**config.mk**
```make
export PLATFORM = sky130hd
export DESIGN_NAME = axis_gain_ramp
export DESIGN_NICKNAME = d
export VERILOG_FILES = /design/src/rtl/axis_gain_ramp_pkg.sv /design/src/rtl/axis_gain_ramp_channel.sv /design/src/rtl/axis_gain_ramp.sv
export SDC_FILE = /design/constraint.sdc
export NUM_CORES = 2
export LEC_CHECK = 0
export CAP_MARGIN = 20
export CORE_MARGIN = 2
export CORE_UTILIZATION = 25
export CTS_BUF_LIST = sky130_fd_sc_hd__clkbuf_8
export DETAILED_ROUTE_END_ITERATION = 8
export PLACE_DENSITY_LB_ADDON = 0.12
export SLEW_MARGIN = 25
export SYNTH_ARGS = -nofsm -noshare
export SYNTH_HDL_FRONTEND = slang
export SYNTH_SLANG_ARGS = --single-unit
```
**constraint.sdc**
```tcl
create_clock -name aclk -period 7.4 [get_ports aclk]
set_input_delay 0.74 -clock aclk [delete_from_list [all_inputs] [get_ports aclk]]
set_output_delay 0.74 -clock aclk [all_outputs]
set_load 0.05 [all_outputs]
```
**src/rtl/axis_gain_ramp_pkg.sv**
```systemverilog
// Shared constants for the N-channel AXI-Stream gain stage: register map,
// CTRL bit positions and the unity-gain helper.
package axis_gain_ramp_pkg;

    localparam logic [7:0] ADDR_CTRL        = 8'h00;
    localparam logic [7:0] ADDR_STEP        = 8'h01;
    localparam logic [7:0] ADDR_TARGET_BASE = 8'h02;

    localparam int unsigned CTRL_ENABLE_BIT  = 0;
    localparam int unsigned CTRL_RAMP_EN_BIT = 1;

    // Unity gain for a gain format with fbits fractional bits
    function automatic logic [31:0] unity_gain(input int unsigned fbits);
        return 32'd1 << fbits;
    endfunction

endpackage

```
**src/rtl/axis_gain_ramp_channel.sv**
```systemverilog
// One channel of the gain stage: current/target gain with linear ramp,
// multiply into S1, round and saturate into S2.
module axis_gain_ramp_channel
    import axis_gain_ramp_pkg::*;
#(
    parameter int unsigned AUDIO_WIDTH = 16,
    parameter int unsigned GAIN_WIDTH  = 16,
    parameter int unsigned GAIN_FBITS  = 12
) (
    input  logic                          clk,
    input  logic                          rst,
    input  logic                          enable,
    input  logic                          ramp_en,
    input  logic        [GAIN_WIDTH-1:0]  step,
    input  logic                          target_we,
    input  logic signed [GAIN_WIDTH-1:0]  target_wdata,
    input  logic                          accept,
    input  logic                          load_out,
    input  logic signed [AUDIO_WIDTH-1:0] sample,
    output logic signed [AUDIO_WIDTH-1:0] result,
    output logic                          busy_c
);

    localparam int unsigned PW = AUDIO_WIDTH + GAIN_WIDTH;
    // Two guard bits: cur + an unsigned full-range step cannot wrap
    localparam int unsigned RW = GAIN_WIDTH + 2;

    localparam logic signed [GAIN_WIDTH-1:0] UNITY    = GAIN_WIDTH'(unity_gain(GAIN_FBITS));
    localparam logic signed [PW-1:0]         HALF     = PW'(unity_gain(GAIN_FBITS - 1));
    localparam logic signed [PW-1:0]         SAT_MAX  = PW'((64'd1 << (AUDIO_WIDTH - 1)) - 64'd1);
    localparam logic signed [PW-1:0]         SAT_MIN  = ~SAT_MAX;

    logic signed [GAIN_WIDTH-1:0]  g_cur;
    logic signed [GAIN_WIDTH-1:0]  target;
    logic signed [GAIN_WIDTH-1:0]  g_nxt;
    logic signed [GAIN_WIDTH-1:0]  target_nxt;
    logic signed [GAIN_WIDTH-1:0]  g_use;
    logic signed [RW-1:0]          cur_w;
    logic signed [RW-1:0]          tgt_w;
    logic signed [RW-1:0]          step_w;
    logic signed [RW-1:0]          up_w;
    logic signed [RW-1:0]          dn_w;
    logic signed [PW-1:0]          prod_q;
    logic signed [PW-1:0]          prod_nxt;
    logic signed [PW-1:0]          rounded;
    logic signed [AUDIO_WIDTH-1:0] result_nxt;

    // Ramp update; the accepted frame itself uses the pre-update g_cur
    always_comb begin
        cur_w      = RW'(g_cur);
        tgt_w      = RW'(target);
        step_w     = $signed(RW'(step));
        up_w       = cur_w + step_w;
        dn_w       = cur_w - step_w;
        g_nxt      = g_cur;
        target_nxt = target_we ? target_wdata : target;
        if (accept && enable) begin
            if (!ramp_en || step == '0) begin
                g_nxt = target;
            end else if (g_cur < target) begin
                g_nxt = (up_w > tgt_w) ? target : GAIN_WIDTH'(up_w);
            end else if (g_cur > target) begin
                g_nxt = (dn_w < tgt_w) ? target : GAIN_WIDTH'(dn_w);
            end
        end
        busy_c = (g_nxt != target_nxt);
    end

    // Bypass multiplies by unity so round/saturate return the sample unchanged
    always_comb begin
        g_use    = enable ? g_cur : UNITY;
        prod_nxt = PW'(sample) * PW'(g_use);
        rounded  = (prod_q + HALF) >>> GAIN_FBITS;
        if (rounded > SAT_MAX) begin
            result_nxt = AUDIO_WIDTH'(SAT_MAX);
        end else if (rounded < SAT_MIN) begin
            result_nxt = AUDIO_WIDTH'(SAT_MIN);
        end else begin
            result_nxt = AUDIO_WIDTH'(rounded);
        end
    end

    always_ff @(posedge clk) begin
        if (rst) begin
            g_cur  <= UNITY;
            target <= UNITY;
            prod_q <= '0;
            result <= '0;
        end else begin
            g_cur  <= g_nxt;
            target <= target_nxt;
            if (accept) begin
                prod_q <= prod_nxt;
            end
            if (load_out) begin
                result <= result_nxt;
            end
        end
    end

endmodule

```
**src/rtl/axis_gain_ramp.sv**
```systemverilog
// N-channel AXI-Stream gain stage with per-channel ramped gain. Owns the
// handshake, tlast pipeline and config registers; channels do the math.
module axis_gain_ramp
    import axis_gain_ramp_pkg::*;
#(
    parameter int unsigned NUM_CH      = 2,
    parameter int unsigned AUDIO_WIDTH = 16,
    parameter int unsigned GAIN_WIDTH  = 16,
    parameter int unsigned GAIN_FBITS  = 12
) (
    input  logic                          aclk,
    input  logic                          areset,
    input  logic [NUM_CH*AUDIO_WIDTH-1:0] s_axis_tdata,
    input  logic                          s_axis_tvalid,
    output logic                          s_axis_tready,
    input  logic                          s_axis_tlast,
    output logic [NUM_CH*AUDIO_WIDTH-1:0] m_axis_tdata,
    output logic                          m_axis_tvalid,
    input  logic                          m_axis_tready,
    output logic                          m_axis_tlast,
    input  logic                          cfg_we,
    input  logic [7:0]                    cfg_addr,
    input  logic [31:0]                   cfg_wdata,
    output logic                          ramp_busy
);

    logic                  advance_c;
    logic                  accept_c;
    logic                  load_out_c;
    logic                  s1_valid;
    logic                  s1_last;
    logic [1:0]            ctrl;
    logic [GAIN_WIDTH-1:0] step;
    logic [NUM_CH-1:0]     target_we_c;
    logic [NUM_CH-1:0]     busy_c;
    logic                  unused_wdata;

    assign advance_c     = !m_axis_tvalid || m_axis_tready;
    assign s_axis_tready = advance_c;
    assign accept_c      = s_axis_tvalid && advance_c;
    assign load_out_c    = advance_c && s1_valid;
    assign unused_wdata  = &{1'b0, cfg_wdata[31:GAIN_WIDTH]};

    for (genvar c = 0; c < NUM_CH; c++) begin : g_ch
        assign target_we_c[c] = cfg_we && (cfg_addr == 8'(ADDR_TARGET_BASE + c));

        axis_gain_ramp_channel #(
            .AUDIO_WIDTH (AUDIO_WIDTH),
            .GAIN_WIDTH  (GAIN_WIDTH),
            .GAIN_FBITS  (GAIN_FBITS)
        ) u_ch (
            .clk          (aclk),
            .rst          (areset),
            .enable       (ctrl[CTRL_ENABLE_BIT]),
            .ramp_en      (ctrl[CTRL_RAMP_EN_BIT]),
            .step         (step),
            .target_we    (target_we_c[c]),
            .target_wdata (cfg_wdata[GAIN_WIDTH-1:0]),
            .accept       (accept_c),
            .load_out     (load_out_c),
            .sample       (s_axis_tdata[c*AUDIO_WIDTH +: AUDIO_WIDTH]),
            .result       (m_axis_tdata[c*AUDIO_WIDTH +: AUDIO_WIDTH]),
            .busy_c       (busy_c[c])
        );
    end

    // Config registers, valid/tlast pipeline and busy flag
    always_ff @(posedge aclk) begin
        if (areset) begin
            ctrl          <= '0;
            step          <= '0;
            s1_valid      <= 1'b0;
            s1_last       <= 1'b0;
            m_axis_tvalid <= 1'b0;
            m_axis_tlast  <= 1'b0;
            ramp_busy     <= 1'b0;
        end else begin
            if (cfg_we && cfg_addr == ADDR_CTRL) begin
                ctrl <= cfg_wdata[1:0];
            end
            if (cfg_we && cfg_addr == ADDR_STEP) begin
                step <= cfg_wdata[GAIN_WIDTH-1:0];
            end
            if (advance_c) begin
                s1_valid      <= s_axis_tvalid;
                m_axis_tvalid <= s1_valid;
            end
            if (accept_c) begin
                s1_last <= s_axis_tlast;
            end
            if (load_out_c) begin
                m_axis_tlast <= s1_last;
            end
            ramp_busy <= |busy_c;
        end
    end

endmodule
```
Yosys cells after proc, flatten, opt, wreduce, memory -nomap -nowiden

Cells that the tools add are included.
Widths: inputs -> output; s select.

Logic and storage cells: 74
Flip-flop bits (word level): 183
Input bits: 78

$lt $le $gt $ge: 12
Reduce and logical (&&, ||, !) cells: 14
$mul: 2
Equal/unequal tests: 5
Mux-type cells: 20
Add/sub/neg operators: 6

Operators by type and width:

| cell                   | count |
|---|---|
| $mux 16                | 20 |
| $add 32x13->32 const B | 2 |
| $mul 16x16->32         | 2 |
| $gt 20x16->1 const B   | 2 |
| $lt 20x16->1 const B   | 2 |
| $add 16x17->18         | 2 |
| $gt 18x16->1           | 2 |
| $lt 18x16->1           | 2 |
| $sub 16x17->18         | 2 |
| $gt 16x16->1           | 2 |
| $lt 16x16->1           | 2 |
| $ne 16x16->1           | 2 |
| $eq 8x2->1 const B     | 2 |
| $logic_not 16->1       | 1 |
| $eq 8x1->1 const B     | 1 |
| $logic_not 8->1        | 1 |
| $logic_and 1x1->1      | 7 |
| $logic_not 1->1        | 2 |
| $logic_or 1x1->1       | 2 |
| $reduce_or 2->1        | 1 |

Depth between registers and ports, before layout

Depth in word-level cells: 9
Mapped depth: 29
Depth with buffers taken out: 27

Cells and area by module

From an unflattened synthesis, not the netlist that was laid out.

Cell total of the unflattened synthesis: 4119
Area, all modules: 34543.1 um^2

Modules (own cells, without submodules):

| module                                 | instances | cells an instance | area each (um^2) |
|---|---|---|---|
| axis_gain_ramp_channel at g_ch[0].u_ch | 1         | 2026              | 16821.1 |
| axis_gain_ramp_channel at g_ch[1].u_ch | 1         | 1986              | 16672.2 |
| axis_gain_ramp                         | 1         | 107               | 1049.8 |

Least setup slack after synthesis

No wires, ideal clock.

Path kind: register to register
Start point: register g_ch[1].u_ch.g_cur[2]
End point: register g_ch[1].u_ch.prod_q[31]
Period minus slack after synthesis: 6778 ps
Stages on the path, launching flop included: 24
Setup time: 74 ps
Arrival: 6704 ps
Slack: 622 ps
Path buffers: 2
Path through: dfxtp_1 clkbuf_1 and2_1 clkbuf_1 nand2_1 fa_1 fa_1 fa_1 inv_1 fa_1 fa_1 inv_1 fa_1 inv_1 ha_1 a211oi_1 nand2b_1 a2111oi_0 nor3_1 o21a_1 nor2_1 a21oi_1 or4_1 a31oi_1

Word-level cells in the longest chain between the ends: 2

Ends and longest elaborated chain:

| what                     | RTL line                     | text |
|---|---|---|
| start: declaration       | axis_gain_ramp_channel.sv:33 | `logic signed [GAIN_WIDTH-1:0] g_cur;` |
| start signal: assignment | axis_gain_ramp_channel.sv:90 | `g_cur <= g_nxt;` |
| $mux 16                  | axis_gain_ramp_channel.sv:71 | `g_use = enable ? g_cur : UNITY;` |
| $mul 16x16->32           | axis_gain_ramp_channel.sv:72 | `prod_nxt = PW'(sample) * PW'(g_use);` |
| end signal: assignment   | axis_gain_ramp_channel.sv:93 | `prod_q <= prod_nxt;` |
| end: declaration         | axis_gain_ramp_channel.sv:43 | `logic signed [PW-1:0] prod_q;` |

No other way between the ends.
A chain may end at the register's enable or synchronous reset.

Worst setup path after layout

Start point: input port s_axis_tdata[5]
End point: register g_ch[0].u_ch.prod_q[31]

Word-level cells in the longest chain between the ends: 1

Ends and longest elaborated chain:

| what                   | RTL line                     | text |
|---|---|---|
| start: declaration     | axis_gain_ramp.sv:13         | `input logic [NUM_CH*AUDIO_WIDTH-1:0] s_axis_tdata,` |
| $mul 16x16->32         | axis_gain_ramp_channel.sv:72 |  |
| end signal: assignment | axis_gain_ramp_channel.sv:93 |  |
| end: declaration       | axis_gain_ramp_channel.sv:43 |  |

No other way between the ends.

==> results.txt <==
The flow ran to the end, and the final reports show no timing, DRC or antenna violations. The number of top-level design ports was 114. The top cell types in the final layout, fill and taps aside, are sky130_fd_sc_hd__inv_1, sky130_fd_sc_hd__fa_1, sky130_fd_sc_hd__nand2_1. The maximum vdd ir drop came out at 0.142 mV.

After synthesis the netlist holds a flip-flop and latch count of 161. The signal on the critical path passes through clkdlybuf4s50_1, buf_4, and3_1, fa_1, fa_1, ha_1, fa_1, inv_1, fa_1, fa_1, inv_1, ha_1, and4_1, o21ai_0, a21oi_1, o21ai_1, a211oi_2, a31oi_1, o311a_1, o31ai_2, a21oi_1, o21bai_1, xnor2_1, a22o_1. The floorplan has 135 rows. The analysis attributes to cell leakage a power of 20.1 nW. The tools report the startpoint of the worst hold path as s1_last.

The tools report the final setup violation count as 0. The layout has 14817 filler cells. For the insertion delay of the later-clocked pin in the worst-skew pair, the log shows 590 ps. The routed via count was 29319. The number of global-route vias before repair is 30362, and the headroom to the max-slew limit is 31.6%. For the total of max-cap violations, the log shows 0. The tools report the data arrival time of the critical path as 7570 ps. The logs give 9.39% for the sequential cell area fraction in the yosys report and 109 for the number of distinct library cells after synthesis.

After the last flow step, the layout net total stands at 5287. Most used flip-flop cell after synthesis: sky130_fd_sc_hd__dfxtp_1. For the total of warnings raised by yosys, the log shows 0. Hold-critical path endpoint: s1_last. The library cell used most frequently in the layout, excluding fill and tap cells, is sky130_fd_sc_hd__inv_1. For this run, the top clock speed supported by timing is 141 MHz. The count of nets left with antenna violations once routing finished came out at 0. The run gives 4 as the H-tree depth reported by CTS. The tools report the endpoint required time on the critical path as 7880 ps.

For the number of antenna violations at the first check in global routing, the log shows 4. Measured slew at the worst slew-check pin: 1020 ps. On the worst path, the slowest cell contributes a delay of 670 ps. The tools report the clock buffer count from CTS as 17. In this run, the number of DRC markers left after iteration 0 of detailed routing was 1941.

The root buffer cell chosen for the clock tree is sky130_fd_sc_hd__clkbuf_8. The total area inside the core boundary comes to 136000 um2. The design draws 0.00219 W. For the placed instance area, the log shows 39600 um2. Endpoint of the lowest-slack register-to-register path: ramp_busy. For this run, the detailed router's first-pass iteration total came to 5. The die is 375 um tall. Dividing total power by cell area gives a power density of 54.7 nW/um2. The tree built by TritonCTS fans out to 161 sinks. Category of the worst setup path launch point: an input port. Signed area change from the synthesized netlist to the final layout: 16.8%. For flop-to-flop paths, the worst setup slack is 400 ps.

The wire-length estimate of the detail-placed layout is 107000 um. Of the post-synthesis cell area, the dominant cell type holds 30.7%. Dividing the detail-routed via count by the number of cells gives 4.77. In this run, post-CTS hold repair placed 0 buffers. Summed over all layers, the global routing overflow is 0. The run gives 4082 as the synthesized instance count. The number of remaining DRC errors was 0; the placer congestion estimate was 0.878.

Setup repair after global routing left no endpoint under its margin. The standard cell with the maximum stage delay on the critical path is sky130_fd_sc_hd__clkdlybuf4s50_1. The mapped netlist covers 34300 um2. In this design, the largest share of critical-path delay is due to adder cells.

Along the worst path, the maximum fanout reaches 13. Most numerous cell on the critical path: sky130_fd_sc_hd__fa_1. The time the worst path needs with I/O delays and setup was 7090 ps; the horizontal die dimension was 375 um.

In the finished design, the share of the clock period the worst path needs comes to 95.8%. For this configuration, the core starts out at a cell density of 25.3%. The number of pins with negative max-slew slack in the final report is 0.

The register clock-pin slew on the reported worst setup and hold paths was 90 ps; the maximum number of buffers from clock root to sink was 2. In this run the tool buffered the top-level ports with 97 buffer cells. The critical path is of the input port to flop type. TritonCTS built the clock tree. Across the routed clock network, the largest skew measured is 26.7 ps.

For this block, the routed nets add up to 126000 um of wire. The element type at the critical path end is a flop. First-pass GRT wire length: 196000 um.

The number of cells on the worst hold path works out to 2. The count of buffer and inverter cells on the critical path was 4. The final-report hold violation count was 0; the layout cell share with drive strength beyond 1 was 11.0%. The worst register-to-register path begins at g_ch[1].u_ch.g_cur[0]. In this run the worst hold path is classified as flop to flop. Of all cell types, the one taking the most synthesized area is sky130_fd_sc_hd__fa_1. In the post-synthesis netlist, the biggest area contributors are sky130_fd_sc_hd__fa_1, sky130_fd_sc_hd__ha_1, sky130_fd_sc_hd__dfxtp_1, sky130_fd_sc_hd__inv_1, sky130_fd_sc_hd__and3_1. The routed length per placed instance works out to 20.6 um. The run gives 40100 um2 as the final design instance area without fill.

The worst register-to-register path has a depth of 30. The tools report the floorplan die area as 140000 um2. For this run, asynchronously set or reset flops after synthesis account for 0%. Yosys mapped a number of flops with a built-in enable equal to 0.

The number of nets in the synthesized netlist is 5014. Entering global routing, the biggest net connects 97 pins. The post-synthesis area per instance was 8.41 um2. The tools report the global routing usage summed across all routing layers as 18.2%.
[how the worst max path moves through the flow]
stage	startpoint	endpoint	slack, ps	depth (start not counted)
global placement	s_axis_tdata[5]	g_ch[0].u_ch.prod_q[31]	-540	24
floorplan	g_ch[1].u_ch.g_cur[2]	g_ch[1].u_ch.prod_q[31]	620	23
CTS	g_ch[1].u_ch.g_cur[1]	ramp_busy	50	29
finish	s_axis_tdata[5]	g_ch[0].u_ch.prod_q[31]	310	24
detailed placement	s_axis_tdata[5]	g_ch[0].u_ch.prod_q[31]	-640	24
global route	g_ch[1].u_ch.g_cur[7]	g_ch[1].u_ch.prod_q[27]	8	27
[worst register-to-register path: cells and delay by family, from the launching register on]
kind	cells	cell delay, ps
AO/OA/AOI/OAI	11	2220
AND/OR/NAND/NOR	8	2130
adder cells (fa/ha/maj)	3	950
buffers and inverters	6	940
flip-flops	1	360
XOR/XNOR	1	150
multiplexers	1	100
[flip-flops by register name, indices dropped and copies added (netlist names)]
register / count
ramp_busy: 1
s1_valid: 1
g_ch.u_ch.g_cur: 32
g_ch.u_ch.result: 32
ctrl: 2
s1_last: 1
g_ch.u_ch.target: 32
m_axis_tvalid: 1
step: 16
g_ch.u_ch.prod_q: 42
m_axis_tlast: 1
[area by class of cell]
cell class,instances,area [um2],area share (%)
Multi-Input combinational cell,3032,27800,69.4
Timing Repair Buffer,454,3820,9.54
Sequential cell,161,3230,8.06
Inverter,689,2590,6.45
Tap cell,1781,2230,5.56
Clock buffer,20,275,0.687
Clock inverter,11,115,0.287
Antenna cell,3,7.51,0.0187
[routing by layer]
layer	up-vias	global-route usage (%)	routed length, um
li1	14078	-	-
met1	14487	27.5	64100
met2	674	27.9	54500
met3	78	2.39	6120
met4	2	3.11	1700
met5	-	0	9
[per-stage QoR]
| step | setup TNS (ps) | setup WS, ps | hold WS, ps | std cells | util, % |
|---|---|---|---|---|---|
| after global routing | 0 | 7.74 | 476 | 6149 | 29.5 |
| after global placement | -3640 | -540 | 445 | 6116 | 29.2 |
| after detailed placement | -4650 | -640 | 452 | 6116 | 29.2 |
| after floorplan | 0 | 622 | 432 | 4082 | - |
| after CTS | 0 | 49.9 | 465 | 6147 | 29.5 |
| final | 0 | 309 | 462 | 6151 | 29.5 |
[cells in the mapped netlist (57+ instances only)]
master / number
sky130_fd_sc_hd__nor2_1: 234
sky130_fd_sc_hd__xnor2_1: 94
sky130_fd_sc_hd__a21oi_1: 186
sky130_fd_sc_hd__nor3_1: 57
sky130_fd_sc_hd__nand3_1: 105
sky130_fd_sc_hd__inv_1: 687
sky130_fd_sc_hd__nand2_1: 387
sky130_fd_sc_hd__mux2i_1: 60
sky130_fd_sc_hd__ha_1: 328
sky130_fd_sc_hd__dfxtp_1: 161
sky130_fd_sc_hd__clkbuf_1: 179
sky130_fd_sc_hd__and3_1: 252
sky130_fd_sc_hd__o21ai_0: 113
sky130_fd_sc_hd__fa_1: 526
[timing repair]
action                                  in CTS  in global routing
resized for setup                            1                 21
endpoints found under the setup margin       2                 14
cloned                                       0                  0
endpoints found under the hold margin        0                  0
setup buffers                                0                  1
pin swaps                                    0                  2
[power by group]
group          switching [W]  internal [W]
clock network       0.000391      0.000321
logic               0.000345      0.000215
registers          0.0000255      0.000894
[kinds of logic (layout without fill, tap and decap cells)]
group | count (synthesis) | after routing | share of synthesized area [%]
other | 0 | 3 | 0
multiplexers | 69 | 69 | 2.04
AND/OR/NAND/NOR | 1309 | 1309 | 19.3
XOR/XNOR | 133 | 133 | 3.39
adder cells (fa/ha/maj) | 854 | 854 | 42.6
buffers and inverters | 889 | 1174 | 9.83
AO/OA/AOI/OAI | 667 | 667 | 13.4
flip-flops | 161 | 161 | 9.39
Power figures use the tool's default switching activity.
